$ cat src/rtl/mips_mem_pkg.sv
// mips_mem_pkg: shared types and constants for the unified-memory port arbiter.
package mips_mem_pkg;
  typedef enum logic [1:0] {ST_IDLE, ST_ACCESS, ST_RESP} state_e;
  localparam logic GNT_IF = 1'b0;
  localparam logic GNT_DM = 1'b1;
  localparam int DEF_ADDR_W = 32;
  localparam int DEF_DATA_W = 32;
endpackage

$ cat src/rtl/mem_port_arbiter_if.sv
// mem_port_arbiter_if: fetch, data and memory-side signals of the unified memory port.
interface mem_port_arbiter_if
  import mips_mem_pkg::*;
#(
  parameter int ADDR_W = DEF_ADDR_W,
  parameter int DATA_W = DEF_DATA_W
);
  logic              if_req;
  logic [ADDR_W-1:0] if_addr;
  logic [DATA_W-1:0] if_rdata;
  logic              if_ready;
  logic              if_stall;
  logic              dm_req;
  logic              dm_we;
  logic [ADDR_W-1:0] dm_addr;
  logic [DATA_W-1:0] dm_wdata;
  logic [DATA_W-1:0] dm_rdata;
  logic              dm_ready;
  logic              dm_stall;
  logic              mem_en;
  logic              mem_we;
  logic [ADDR_W-1:0] mem_addr;
  logic [DATA_W-1:0] mem_wdata;
  logic [DATA_W-1:0] mem_rdata;
  logic              grant_dm;
  modport slave (
    input  if_req, if_addr, dm_req, dm_we, dm_addr, dm_wdata, mem_rdata,
    output if_rdata, if_ready, if_stall, dm_rdata, dm_ready, dm_stall,
           mem_en, mem_we, mem_addr, mem_wdata, grant_dm
  );
  modport master (
    output if_req, if_addr, dm_req, dm_we, dm_addr, dm_wdata, mem_rdata,
    input  if_rdata, if_ready, if_stall, dm_rdata, dm_ready, dm_stall,
           mem_en, mem_we, mem_addr, mem_wdata, grant_dm
  );
endinterface

$ cat src/rtl/mem_lat_counter.sv
// mem_lat_counter: loadable down-counter with zero flag for fixed-latency waits.
module mem_lat_counter #(
  parameter  int MEM_LAT = 2,
  localparam int W = $clog2(MEM_LAT + 1)
) (
  input  logic         clk,
  input  logic         rst,
  input  logic         load,
  input  logic [W-1:0] loadVal,
  input  logic         dec,
  output logic         zero
);
  logic [W-1:0] cnt;
  always_ff @(posedge clk)
    if (!rst) cnt <= '0;
    else if (load) cnt <= loadVal;
    else if (dec && !zero) cnt <= cnt - 1'b1;
  assign zero = cnt == '0;
endmodule

$ cat src/rtl/mem_port_arbiter.sv
// mem_port_arbiter: shares one fixed-latency memory between IF and MEM stages, data first.
// Optional IF starvation guard: define ARB_STARVE_GUARD_EN.
module mem_port_arbiter
  import mips_mem_pkg::*;
#(
  parameter int ADDR_W     = DEF_ADDR_W,
  parameter int DATA_W     = DEF_DATA_W,
  parameter int MEM_LAT    = 2,
  parameter int STARVE_MAX = 4
) (
  input logic clk,
  input logic rst,
  mem_port_arbiter_if.slave bus
);
  localparam int CW = $clog2(MEM_LAT + 1);
  localparam int SW = $clog2(STARVE_MAX + 1);
  state_e state;
  logic memEn, memWe, ifReady, dmReady, grantDm, cntZero, arbGo, starveHit, pickDm;
  logic [ADDR_W-1:0] memAddr;
  logic [DATA_W-1:0] memWdata, ifRdata, dmRdata;
  logic [SW-1:0] starveCnt;
  assign arbGo     = state == ST_IDLE && (bus.dm_req || bus.if_req);
  assign starveHit = bus.if_req && starveCnt == SW'(STARVE_MAX);
  assign pickDm    = bus.dm_req && !starveHit;
  mem_lat_counter #(.MEM_LAT(MEM_LAT)) u_cnt (
    .clk     (clk),
    .rst     (rst),
    .load    (arbGo),
    .loadVal (CW'(MEM_LAT - 1)),
    .dec     (state == ST_ACCESS),
    .zero    (cntZero)
  );
`ifdef ARB_STARVE_GUARD_EN
  // Counts data grants that made a waiting fetch lose arbitration.
  always_ff @(posedge clk)
    if (!rst) starveCnt <= '0;
    else if (arbGo) starveCnt <= pickDm && bus.if_req ? starveCnt + 1'b1 : '0;
`else
  assign starveCnt = '0;
`endif
  always_ff @(posedge clk) begin
    if (!rst) begin
      state    <= ST_IDLE;
      memEn    <= 1'b0;
      memWe    <= 1'b0;
      ifReady  <= 1'b0;
      dmReady  <= 1'b0;
      grantDm  <= GNT_IF;
      memAddr  <= '0;
      memWdata <= '0;
      ifRdata  <= '0;
      dmRdata  <= '0;
    end else begin
      case (state)
        ST_IDLE: if (arbGo) begin
          state    <= ST_ACCESS;
          memEn    <= 1'b1;
          grantDm  <= pickDm ? GNT_DM : GNT_IF;
          memAddr  <= pickDm ? bus.dm_addr : bus.if_addr;
          memWe    <= pickDm && bus.dm_we;
          memWdata <= pickDm ? bus.dm_wdata : memWdata;
        end
        ST_ACCESS: if (cntZero) begin
          state   <= ST_RESP;
          memEn   <= 1'b0;
          memWe   <= 1'b0;
          ifReady <= grantDm == GNT_IF;
          dmReady <= grantDm == GNT_DM;
          dmRdata <= !memWe && grantDm == GNT_DM ? bus.mem_rdata : dmRdata;
          ifRdata <= !memWe && grantDm == GNT_IF ? bus.mem_rdata : ifRdata;
        end
        ST_RESP: begin
          state   <= ST_IDLE;
          ifReady <= 1'b0;
          dmReady <= 1'b0;
        end
        default: state <= ST_IDLE;
      endcase
    end
  end
  assign bus.mem_en    = memEn;
  assign bus.mem_we    = memWe;
  assign bus.mem_addr  = memAddr;
  assign bus.mem_wdata = memWdata;
  assign bus.if_rdata  = ifRdata;
  assign bus.dm_rdata  = dmRdata;
  assign bus.if_ready  = ifReady;
  assign bus.dm_ready  = dmReady;
  assign bus.grant_dm  = grantDm;
  assign bus.if_stall  = bus.if_req && !ifReady;
  assign bus.dm_stall  = bus.dm_req && !dmReady;
endmodule
$ cat src/flat_wrapper.sv
// flat-port wrapper written by rule: the top's interface ports become plain ports
module mem_port_arbiter_flat import mips_mem_pkg::*;
#(
  parameter int ADDR_W     = DEF_ADDR_W,
  parameter int DATA_W     = DEF_DATA_W,
  parameter int MEM_LAT    = 2,
  parameter int STARVE_MAX = 4
)
  (clk, rst, bus_if_req, bus_if_addr, bus_dm_req, bus_dm_we, bus_dm_addr, bus_dm_wdata, bus_mem_rdata, bus_if_rdata, bus_if_ready, bus_if_stall, bus_dm_rdata, bus_dm_ready, bus_dm_stall, bus_mem_en, bus_mem_we, bus_mem_addr, bus_mem_wdata, bus_grant_dm);
  mem_port_arbiter_if #(.ADDR_W(ADDR_W), .DATA_W(DATA_W)) bus_i ();
  input logic clk;
  input logic rst;
  input wire logic [$bits(bus_i.if_req)-1:0] bus_if_req;
  input wire logic [$bits(bus_i.if_addr)-1:0] bus_if_addr;
  input wire logic [$bits(bus_i.dm_req)-1:0] bus_dm_req;
  input wire logic [$bits(bus_i.dm_we)-1:0] bus_dm_we;
  input wire logic [$bits(bus_i.dm_addr)-1:0] bus_dm_addr;
  input wire logic [$bits(bus_i.dm_wdata)-1:0] bus_dm_wdata;
  input wire logic [$bits(bus_i.mem_rdata)-1:0] bus_mem_rdata;
  output wire logic [$bits(bus_i.if_rdata)-1:0] bus_if_rdata;
  output wire logic [$bits(bus_i.if_ready)-1:0] bus_if_ready;
  output wire logic [$bits(bus_i.if_stall)-1:0] bus_if_stall;
  output wire logic [$bits(bus_i.dm_rdata)-1:0] bus_dm_rdata;
  output wire logic [$bits(bus_i.dm_ready)-1:0] bus_dm_ready;
  output wire logic [$bits(bus_i.dm_stall)-1:0] bus_dm_stall;
  output wire logic [$bits(bus_i.mem_en)-1:0] bus_mem_en;
  output wire logic [$bits(bus_i.mem_we)-1:0] bus_mem_we;
  output wire logic [$bits(bus_i.mem_addr)-1:0] bus_mem_addr;
  output wire logic [$bits(bus_i.mem_wdata)-1:0] bus_mem_wdata;
  output wire logic [$bits(bus_i.grant_dm)-1:0] bus_grant_dm;
  assign bus_i.if_req = bus_if_req;
  assign bus_i.if_addr = bus_if_addr;
  assign bus_i.dm_req = bus_dm_req;
  assign bus_i.dm_we = bus_dm_we;
  assign bus_i.dm_addr = bus_dm_addr;
  assign bus_i.dm_wdata = bus_dm_wdata;
  assign bus_i.mem_rdata = bus_mem_rdata;
  assign bus_if_rdata = bus_i.if_rdata;
  assign bus_if_ready = bus_i.if_ready;
  assign bus_if_stall = bus_i.if_stall;
  assign bus_dm_rdata = bus_i.dm_rdata;
  assign bus_dm_ready = bus_i.dm_ready;
  assign bus_dm_stall = bus_i.dm_stall;
  assign bus_mem_en = bus_i.mem_en;
  assign bus_mem_we = bus_i.mem_we;
  assign bus_mem_addr = bus_i.mem_addr;
  assign bus_mem_wdata = bus_i.mem_wdata;
  assign bus_grant_dm = bus_i.grant_dm;
  mem_port_arbiter #(.ADDR_W(ADDR_W), .DATA_W(DATA_W), .MEM_LAT(MEM_LAT), .STARVE_MAX(STARVE_MAX)) u_core (.clk(clk), .rst(rst), .bus(bus_i));
endmodule
$ cat config.mk
export PLATFORM = sky130hd
export DESIGN_NAME = mem_port_arbiter_flat
export DESIGN_NICKNAME = d
export VERILOG_FILES = /design/src/rtl/mips_mem_pkg.sv /design/src/rtl/mem_port_arbiter_if.sv /design/src/rtl/mem_lat_counter.sv /design/src/rtl/mem_port_arbiter.sv /design/src/flat_wrapper.sv
export SDC_FILE = /design/constraint.sdc
export NUM_CORES = 1
export LEC_CHECK = 0
export ABC_AREA = 1
export CAP_MARGIN = 40
export CORE_MARGIN = 5
export CORE_UTILIZATION = 45
export CTS_BUF_LIST = sky130_fd_sc_hd__clkbuf_4 sky130_fd_sc_hd__clkbuf_8
export DETAILED_ROUTE_END_ITERATION = 10
export DONT_BUFFER_PORTS = 1
export PLACE_DENSITY = 0.62
export RECOVER_POWER = 100
export SETUP_SLACK_MARGIN = 0.2
export SLEW_MARGIN = 20
export SYNTH_ARGS = -nofsm -noshare
export SYNTH_HDL_FRONTEND = slang
export SYNTH_SLANG_ARGS = --single-unit
$ cat constraint.sdc
create_clock -name clk -period 2.1 [get_ports clk]
set_clock_uncertainty 0.15 [all_clocks]
set_input_delay 0.105 -clock clk [delete_from_list [all_inputs] [get_ports clk]]
set_output_delay 0.105 -clock clk [all_outputs]
set_load 0.02 [all_outputs]
==> results by group, run 1 <==
Layout
  • Multi-input combinational cell area: 2180 um^2
  • Final core area utilization: 53.6%
  • Fraction of layout cells with a size suffix above 1: 5.77%
  • Fillers: 1167
  • Register area: 2740 um^2
  • Area grow syn2layout: 17.8%
  • Post-layout net count: 935
  • Non-Filler Instances: 961
  • Ant. Diodes: 0

Power
  • VDD IR-drop max: 616 uV
  • Switch Pwr: 1940 uW
  • Sequential Power Share: 49.5%
  • Clk pwr share: 39.3%
  • Combinational share of power: 11.2%
  • Power Density: 1060 nW/um^2
  • LEAKAGE: 0.00283 uW
  • Internal power: 4810 uW
  • Net Sw Frac: 28.8%

STA
  • Slew @ Worst Pin: 0.957 ns
  • Fin crit share: 89.3%
  • RSZ-0062 raised after global routing: no
  • Final setup viols: 0
  • Final worst setup slack: 0.224 ns
  • Max Slew Vio Count: 0
  • Fmax: 533 MHz
  • Final Hold Viols: 131
  • Total negative slack: 0 ns
  • Min Hold Slack: -0.369 ns
  • Post-route minimum period: 1.88 ns
  • Rel. slew slack: 35.8%

Floorplan
  • Core ar.: 11900 um^2
  • Starting Density: 45.5%
  • Die Y: 120 um
  • Rows: 40
  • Die X: 120 um
  • DIE AREA: 14300 um^2
  • Io pins: 268

Flow run
  • Maxcap violations: 0

Clocking
  • CTS sink cnt: 137
  • Clock H-tree levels: 4
  • Skew-Pair Late Insertion Delay: 0.43 ns
  • Post-CTS Setup Repair Bufs: 0
  • Clk buf depth: 2
  • Clk slew on worst S/H paths: 0.07 ns
  • Number of CTS-inserted buffers: 17
  • Root buffer cell: clkbuf_8
  • Clock tree from TritonCTS: done

Setup path
  • Worst reg2reg path startpoint: u_core.state[1]$_SDFFE_PN0P_
  • Worst EP arrival: 2.10 ns
  • Reg2reg setup slack: 0.22 ns
  • Crit Path Max Fanout: 14
  • Reg2reg end: u_core.bus.mem_en$_SDFFE_PN0P_
  • Kind of critical path: flop to flop
  • Worst path cell trace: nor2_1 > o21ai_4 > a21oi_1 > dlygate4sd3_1
  • Slowest stage cell, crit path: dlygate4sd3_1
  • R2R cell count: 4
  • Setup crit start kind: flop
  • CP endpoint kind: flop
  • Worst Path Required: 2.33 ns
  • CP peak stage delay: 0.55 ns
  • Worst Setup SP: u_core.state[1]$_SDFFE_PN0P_

Hold path
  • Hold Crit Class: input port to flop
  • Hold Crit Endpoint: u_core.u_cnt.cnt[0]$_SDFFE_PN0P_
  • Hold path cells: 2
  • Min-delay src: rst

Drt
  • Residual DRC: 0
  • Initial drt markers: 299
  • Vias post-DR: 4787
  • Vias/cell: 4.98
  • Routed wire length: 14.5 mm
  • Drt wl/cell: 15.1 um
  • Final ANT Viol Nets: 0
  • DRT Pass-1 Iters: 5

Global routing
  • Routing usage on met3: 8.11%
  • Global-route wire length before repair: 22.5 mm
  • GRT Max-Usage Layer: met2
  • Gr usage total: 19.7%
  • GR Layer Usage met2: 34.4%
  • Initial antenna violation count: 0
  • Grt met1 use: 21.1%
  • Number of global-route vias before repair: 4550
  • Global route overflow: 0
  • Largest net degree at the start of global routing: 134

Placement
  • Detailed Place HPWL: 10.0 mm
  • PortBufs: 0
  • GP Congestion: 0.801
  • Placed cell count: 892
  • Place WS: 0.364 ns

Synthesis
  • Compound-Gate Fraction of Synth Area: 12.6%
  • Synth Register Bits: 137
  • Post-Synth XOR/XNOR Area: 0%
  • Mux contribution to synthesized area: 0%
  • Yosys cell types: 17
  • Synth Area in Adders: 0.232%
  • Ys Warns: 0
  • Synth Area per Inst: 6.88 um^2
  • Seq/Total Area, Yosys: 50.8%
  • Post-Synth Simple-Gate Area: 27.4%
  • Largest family of logic cells by synthesized area: simple AND/OR/NAND/NOR gates
  • Syn Inst Count: 784
  • Post-Syn Nets: 918
  • Synthesized area: 5400 um^2

Run status
  • Failing checks: negative hold slack
  • Status: finished, violations left
## power groups by stage
stage	combinational (uW)	sequential (uW)	clock, uW
after floorplan	606	3330	0
after global placement	659	3410	0
after detailed placement	691	3410	0
after CTS	758	3350	2700
after global routing	883	3370	2840
final	756	3340	2660
## per-layer routing
metal | vias to the layer above | wire [um]
li1 | 2442 | -
met1 | 2132 | 5570
met2 | 192 | 7230
met3 | 21 | 1410
met4 | 0 | 286
met5 | - | 0
## registers in the layout, summed over array words and instances (netlist names)
register	count
u_core.bus.dm_rdata	32
u_core.bus.if_rdata	32
u_core.bus.mem_addr	32
u_core.bus.mem_wdata	32
u_core.state	2
u_core.u_cnt.cnt	2
u_core.bus.dm_ready	1
u_core.bus.grant_dm	1
u_core.bus.if_ready	1
u_core.bus.mem_en	1
u_core.bus.mem_we	1
## how the worst max path moves through the flow
stage	depth (start not counted)	end
detailed placement	8	u_core.bus.if_rdata[14]$_SDFFE_PN0P_
global route	4	u_core.bus.mem_en$_SDFFE_PN0P_
finish	4	u_core.bus.mem_en$_SDFFE_PN0P_
CTS	4	u_core.bus.mem_en$_SDFFE_PN0P_
global placement	8	u_core.bus.if_rdata[26]$_SDFFE_PN0P_
floorplan	9	u_core.bus.if_rdata[25]$_SDFFE_PN0P_
## logic make-up after synthesis
logic type	after synthesis
AO/OA/AOI/OAI	135
AND/OR/NAND/NOR	389
adder cells (fa/ha/maj)	1
buffers and inverters	122
flip-flops	137
## placed cells by master, fill, tap and decap left out, drive strengths merged
cell and instances:
dlygate4sd3 34, clkinvlp 2, ha 1, inv 77, nand3 5, nand2 179
nor2 205, clkinv 2, a21oi 38, buf 7, clkbuf 23, o21ai 98
dfxtp 137, bufinv 6
## layout make-up
cell class / instances / share of cell area, %
tap: 147 / 2.89
timing repair buffer: 43 / 7.20
clock buffer: 21 / 4.55
multi-input combinational: 526 / 34.3
sequential: 137 / 43.1
clock inverter: 11 / 3.37
inverter: 76 / 4.53
## what timing repair did
action | CTS | global route
hold endpoints to repair | 137 | 131
endpoints found under the setup margin | 0 | 34
resized for setup | 0 | 4
hold buffers | 28 | 7
## Yosys cell counts
master / count / area share (%)
buf_2: 21 / 1.9
nor2_4: 1 / 0.21
o21ai_2: 1 / 0.16
nor2_2: 1 / 0.12
inv_2: 5 / 0.35
inv_1: 71 / 4.9
nand2_1: 178 / 12
nor2_1: 203 / 14
dfxtp_1: 137 / 51
nand2_2: 1 / 0.12
o21ai_0: 17 / 1.6
a21oi_1: 38 / 3.5
buf_1: 5 / 0.35
nand3_1: 5 / 0.46
ha_1: 1 / 0.23
clkbuf_1: 20 / 1.4
o21ai_1: 79 / 7.3
## through the flow
step	total power (uW)	cell area, um^2
after floorplan	3940	5400
after global placement	4060	5480
after detailed placement	4100	5480
after CTS	6810	6270
after global routing	7100	6360
final	6750	6360
## critical path, delay by kind of cell (launching register included)
family / cells / cell delay (ns)
AOI/OAI and AO/OA: 2 / 0.43
buffers and inverters: 1 / 0.55
DFF: 1 / 0.35
and+or+nand+nor: 1 / 0.33
Power figures use the tool's default switching activity.
==> run 2: changes to the inputs <==
--- a/config.mk
+++ b/config.mk
@@ -5,7 +5,7 @@
 export SDC_FILE = /design/constraint.sdc
 export NUM_CORES = 1
 export LEC_CHECK = 0
-export ABC_AREA = 1
+export ABC_AREA = 0
 export CAP_MARGIN = 40
 export CORE_MARGIN = 5
 export CORE_UTILIZATION = 45
==> results by group, run 2 <==
Synthesis
  • Synth top cells by count: dfxtp_1, mux2i_1, nand2_1 (was nor2_1, nand2_1, dfxtp_1)
  • Post-synth EDFFs: 0 (unchanged)
  • Yosys cell types: 30 (was 17)
  • Synthesized area: 5620 um^2 (was 5400 um^2)
  • Yosys top cell area share: 48.8% (was 50.8%)
  • Main synth FF type: dfxtp_1 (unchanged)
  • Most frequent cell after synthesis: dfxtp_1 (was nor2_1)
  • Post-Syn Nets: 675 (was 918)
  • Seq/Total Area, Yosys: 48.8% (was 50.8%)
  • Synth top area cells: dfxtp_1, mux2i_1, nand2_1 (was dfxtp_1, nor2_1, nand2_1)
  • Syn Inst Count: 541 (was 784)
  • Ys Warns: 0 (unchanged)
  • Yosys top cell by area: dfxtp_1 (unchanged)
  • Synth Area per Inst: 10.4 um^2 (was 6.88 um^2)
  • Synth Register Bits: 137 (unchanged)
  • Post-synth ARST share: 0% (unchanged)

Run status
  • Failing step: clock tree synthesis (4_1_cts)
  • Err: [ERROR RSZ-0060] Max buffer count reached.
  • Status: aborted with a tool error (was finished, violations left)

Clocking
  • Number of CTS-inserted buffers: 17 (unchanged)
  • Clk buf depth: 2 (unchanged)
  • Post_cts resized: 0 (unchanged)
  • Hold_buf cts: 141 (was 28)
  • CTS sink cnt: 137 (unchanged)
  • Post-CTS Setup Repair Bufs: 0 (unchanged)
  • Clock H-tree levels: 4 (unchanged)
  • Root buffer cell: clkbuf_8 (unchanged)

Floorplan
  • Rows: 40 (unchanged)
  • Die Y: 122 um (was 120 um)
  • Die X: 122 um (was 120 um)
  • Io pins: 268 (unchanged)
  • Starting Density: 46.4% (was 45.5%)

Placement
  • PortBufs: 0 (unchanged)
  • Detailed Place HPWL: 9.24 mm (was 10.0 mm)
  • GP Congestion: 0.705 (was 0.801)
-- run 2: cell families after synthesis --
family | Yosys count | share of synthesized area, %
AND/OR/NAND/NOR | 178 | 15.1
flip-flops | 137 | 48.8
multiplexers | 128 | 22.8
buffers and inverters | 51 | 5.50
AO/OA/AOI/OAI | 45 | 7.46
XOR/XNOR | 1 | 0.156
adder cells (fa/ha/maj) | 1 | 0.223
-- run 2: stage by stage --
stage	setup WS, ns	util (%)	area [um^2]	cells
3_3_place_gp	0.260	46.7	5660	671
2_1_floorplan	0.414	-	5620	541
3_5_place_dp	0.205	46.7	5660	671
==> run 3: changes to the inputs <==
--- a/config.mk
+++ b/config.mk
@@ -8,13 +8,11 @@
 export ABC_AREA = 0
 export CAP_MARGIN = 40
 export CORE_MARGIN = 5
-export CORE_UTILIZATION = 45
-export CTS_BUF_LIST = sky130_fd_sc_hd__clkbuf_4 sky130_fd_sc_hd__clkbuf_8
+export CORE_UTILIZATION = 30
 export DETAILED_ROUTE_END_ITERATION = 10
 export DONT_BUFFER_PORTS = 1
-export PLACE_DENSITY = 0.62
+export PLACE_DENSITY_LB_ADDON = 0.15
 export RECOVER_POWER = 100
-export SETUP_SLACK_MARGIN = 0.2
 export SLEW_MARGIN = 20
 export SYNTH_ARGS = -nofsm -noshare
 export SYNTH_HDL_FRONTEND = slang
==> results by group, run 3 <==
Synthesis
  • Syn Inst Count: 541 (unchanged)
  • Synth top area cells: dfxtp_1, mux2i_1, nand2_1 (unchanged)
  • Synth Register Bits: 137 (unchanged)
  • Synth top cells by count: dfxtp_1, mux2i_1, nand2_1 (unchanged)
  • Main synth FF type: dfxtp_1 (unchanged)
  • Synth Area per Inst: 10.4 um^2 (unchanged)
  • Yosys cell types: 30 (unchanged)
  • Yosys top cell area share: 48.8% (unchanged)
  • Seq/Total Area, Yosys: 48.8% (unchanged)
  • Post-Syn Nets: 675 (unchanged)
  • Ys Warns: 0 (unchanged)
  • Synthesized area: 5620 um^2 (unchanged)
  • Post-synth ARST share: 0% (unchanged)
  • Yosys top cell by area: dfxtp_1 (unchanged)
  • Most frequent cell after synthesis: dfxtp_1 (unchanged)
  • Post-synth EDFFs: 0 (unchanged)

Setup path
  • Worst EP arrival: 2.05 ns
  • R2R cell count: 6
  • Reg2reg setup slack: 0.17 ns
  • CP endpoint kind: flop
  • Setup crit start kind: flop
  • Reg2reg end: u_core.bus.dm_rdata[18]$_SDFFE_PN0P_
  • Worst Path Required: 2.23 ns
  • Kind of critical path: flop to flop
  • CP Capture Point: u_core.bus.dm_rdata[18]$_SDFFE_PN0P_
  • Worst reg2reg path startpoint: u_core.u_cnt.cnt[0]$_SDFFE_PN0P_
  • Worst Setup SP: u_core.u_cnt.cnt[0]$_SDFFE_PN0P_
  • Crit Path Max Fanout: 32

Floorplan
  • Rows: 50 (was 40)
  • DIE AREA: 21600 um^2
  • Die X: 147 um (was 122 um)
  • Die Y: 147 um (was 122 um)
  • Starting Density: 30.3% (was 46.4%)
  • Io pins: 268 (unchanged)
  • Core ar.: 18600 um^2

Clocking
  • Clock tree from TritonCTS: done
  • Clk slew on worst S/H paths: 0.06 ns
  • Root buffer cell: clkbuf_16 (was clkbuf_8)
  • Clk buf depth: 2 (unchanged)
  • Skew-Pair Late Insertion Delay: 0.41 ns
  • Number of CTS-inserted buffers: 17 (unchanged)
  • CTS sink cnt: 137 (unchanged)
  • Clock H-tree levels: 4 (unchanged)

Power
  • Switch Pwr: 1980 uW
  • Power Density: 935 nW/um^2
  • Internal power: 5180 uW
  • Net Sw Frac: 27.6%
  • LEAKAGE: 0.00343 uW
  • Total Power: 7150 uW
  • VDD IR-drop max: 510 uV
  • Clk pwr share: 42.5%
  • Combinational share of power: 12.8%
  • Sequential Power Share: 44.7%

Layout
  • Ant. Diodes: 0
  • Most common cell after layout, fill and taps aside: dfxtp_1
  • Non-Filler Instances: 902
  • Post-layout net count: 789
  • Finished Cell Area: 7650 um^2
  • Area grow syn2layout: 36.1%
  • Final core area utilization: 41.2%
  • Fraction of layout cells with a size suffix above 1: 6.89%
  • Most frequent cells in the layout: dfxtp_1, dlygate4sd3_1, mux2i_1

Placement
  • PortBufs: 0 (unchanged)
  • Detailed Place HPWL: 9.66 mm (was 9.24 mm)
  • GP Congestion: 0.731 (was 0.705)
  • DP Area: 5740 um^2 (was 5660 um^2)
  • Placed cell count: 737 (was 671)

Hold path
  • Min-delay src: bus_dm_req
  • Hold Crit Class: input port to flop

Drt
  • Initial drt markers: 126
  • Residual DRC: 0
  • DRT Pass-1 Iters: 4
  • Final ANT Viol Nets: 0
  • Vias/cell: 4.85
  • Drt wl/cell: 17.5 um
  • Routed wire length: 15.8 mm
  • Vias post-DR: 4371

STA
  • Final setup viols: 0
  • Post-route minimum period: 1.93 ns
  • Total negative slack: 0 ns
  • Slew @ Worst Pin: 1.09 ns
  • Final Hold Viols: 0
  • Fmax: 519 MHz
  • Fin crit share: 91.7%
  • Max Slew Vio Count: 0
  • RSZ-0062 raised after global routing: no
  • Rel. slew slack: 27.7%

Global routing
  • Largest net degree at the start of global routing: 111
  • Global-route wire length before repair: 24.5 mm
  • Number of global-route vias before repair: 4592
  • Initial antenna violation count: 0
  • Gr usage total: 14.1%
  • Global route overflow: 0

Run status
  • Status: complete, no violations (was aborted with a tool error)

Flow run
  • Maxcap violations: 0
run 3: cell counts after synthesis:
No cell type changed its count.
run 3: layout make-up:
| class | instances | area, um^2 |
|---|---|---|
| Sequential cell | 137 | 2750 |
| Timing Repair Buffer | 142 | 1420 |
| Clock buffer | 20 | 467 |
| Clock inverter | 12 | 136 |
| Tap cell | 234 | 293 |
| Multi-Input combinational cell | 353 | 2570 |
| Inverter | 4 | 15.0 |
| Fill cell | 1780 | 10900 |
run 3: logic make-up after synthesis:
family / count (synthesis) / synth area share [%]
simple gates: 178 / 15.1
buf+inv: 51 / 5.50
mux: 128 / 22.8
fa+ha+maj: 1 / 0.223
xor+xnor: 1 / 0.156
flops: 137 / 48.8
compound gates: 45 / 7.46
run 3: how the worst min path moves through the flow:
stage / end / cells past startpoint
global route: u_core.bus.mem_we$_SDFFE_PN0P_ / 3
finish: u_core.bus.mem_we$_SDFFE_PN0P_ / 3
floorplan: u_core.bus.dm_rdata[0]$_SDFFE_PN0P_ / 2
CTS: u_core.bus.mem_we$_SDFFE_PN0P_ / 3
global placement: u_core.bus.mem_wdata[30]$_SDFFE_PN0P_ / 1
detailed placement: u_core.bus.mem_wdata[4]$_SDFFE_PN0P_ / 1
run 3: what timing repair did:
item	in CTS	in global routing
setup endpoints to repair	0	31
hold buffers	133	0
endpoints found under the hold margin	137	0
gates resized for setup	0	4
setup buffers	0	0
run 3: power by group through the flow:
stage / registers [uW] / logic [uW] / clock network, uW
floorplan: 3190 / 608 / 0
CTS: 3200 / 926 / 3130
global route: 3230 / 1010 / 3250
finish: 3200 / 914 / 3040
detailed placement: 3260 / 643 / 0
global placement: 3260 / 623 / 0
run 3: through the flow:
step | hold slack [ns] | setup slack, ns
finish | 0.173 | 0.175
global route | 0.177 | 0.0145
CTS | 0.124 | 0.0121
detailed placement | 0.103 | 0.214
global placement | 0.101 | 0.252
floorplan | 0.117 | 0.414
run 3: critical path: stages, from the launching register on:
cell and delay [ns]:
dfxtp_1 0.32, inv_1 0.06, ha_1 0.29, nand3b_4 0.12, or3_2 0.43, buf_6 0.23, mux2i_1 0.17
run 3: layer usage:
metal | up-vias | wire, um | track usage, %
met5 | - | 0 | 0
met4 | 0 | 330 | 6.01
met3 | 27 | 1510 | 5.49
met2 | 198 | 7660 | 23.9
met1 | 2060 | 6270 | 15.9
li1 | 2086 | - | -
==> run 4: changes to the inputs <==
==> constraint.sdc (replaced) <==
create_clock -name clk -period 1.8 [get_ports clk]
set_clock_uncertainty 0.15 [all_clocks]
set_input_delay 0.09 -clock clk [delete_from_list [all_inputs] [get_ports clk]]
set_output_delay 0.09 -clock clk [all_outputs]
set_load 0.02 [all_outputs]
==> results by group, run 4 <==
Synthesis
  • Syn Inst Count: 541 (unchanged)
  • Main synth FF type: dfxtp_1 (unchanged)
  • Ys Warns: 0 (unchanged)
  • Synthesized area: 5620 um^2 (unchanged)
  • Post-synth ARST share: 0% (unchanged)
  • Synth Area per Inst: 10.4 um^2 (unchanged)
  • Synth top area cells: dfxtp_1, mux2i_1, nand2_1 (unchanged)
  • Post-Syn Nets: 675 (unchanged)
  • Most frequent cell after synthesis: dfxtp_1 (unchanged)
  • Post-synth EDFFs: 0 (unchanged)
  • Synth Register Bits: 137 (unchanged)
  • Yosys top cell area share: 48.8% (unchanged)
  • Synth top cells by count: dfxtp_1, mux2i_1, nand2_1 (unchanged)
  • Seq/Total Area, Yosys: 48.8% (unchanged)
  • Yosys top cell by area: dfxtp_1 (unchanged)
  • Yosys cell types: 30 (unchanged)

Floorplan
  • Rows: 50 (unchanged)
  • Starting Density: 30.3% (unchanged)
  • Die Y: 147 um (unchanged)
  • Die X: 147 um (unchanged)
  • Io pins: 268 (unchanged)

Run status
  • Failing step: clock tree synthesis (4_1_cts)
  • Status: aborted with a tool error (was complete, no violations)
  • Err: [ERROR RSZ-0060] Max buffer count reached.

Clocking
  • CTS sink cnt: 137 (unchanged)
  • Number of CTS-inserted buffers: 17 (unchanged)
  • Clk buf depth: 2 (unchanged)
  • Clock H-tree levels: 4 (unchanged)
  • Hold_buf cts: 157 (was 133)
  • Root buffer cell: clkbuf_16 (unchanged)
  • Post-CTS Setup Repair Bufs: 0 (unchanged)
  • Post_cts resized: 0 (unchanged)

Placement
  • Place WS: 0.0426 ns (was 0.214 ns)
  • GP Congestion: 0.747 (was 0.731)
  • PortBufs: 0 (unchanged)
  • Detailed Place HPWL: 9.89 mm (was 9.66 mm)
## run 4: cell families after synthesis
group                      Yosys count  share of synthesized area (%)
adders and majority gates            1                          0.223
muxes                              128                           22.8
buffers and inverters               51                           5.50
xor gates and xnor gates             1                          0.156
and+or+nand+nor                    178                           15.1
DFF                                137                           48.8
AOI/OAI and AO/OA                   45                           7.46
## run 4: through the flow
| stage | std cells | area (um^2) | hold slack, ns |
|---|---|---|---|
| floorplan | 541 | 5620 | 0.102 |
| global placement | 745 | 5800 | 0.0881 |
| detailed placement | 745 | 5800 | 0.0901 |
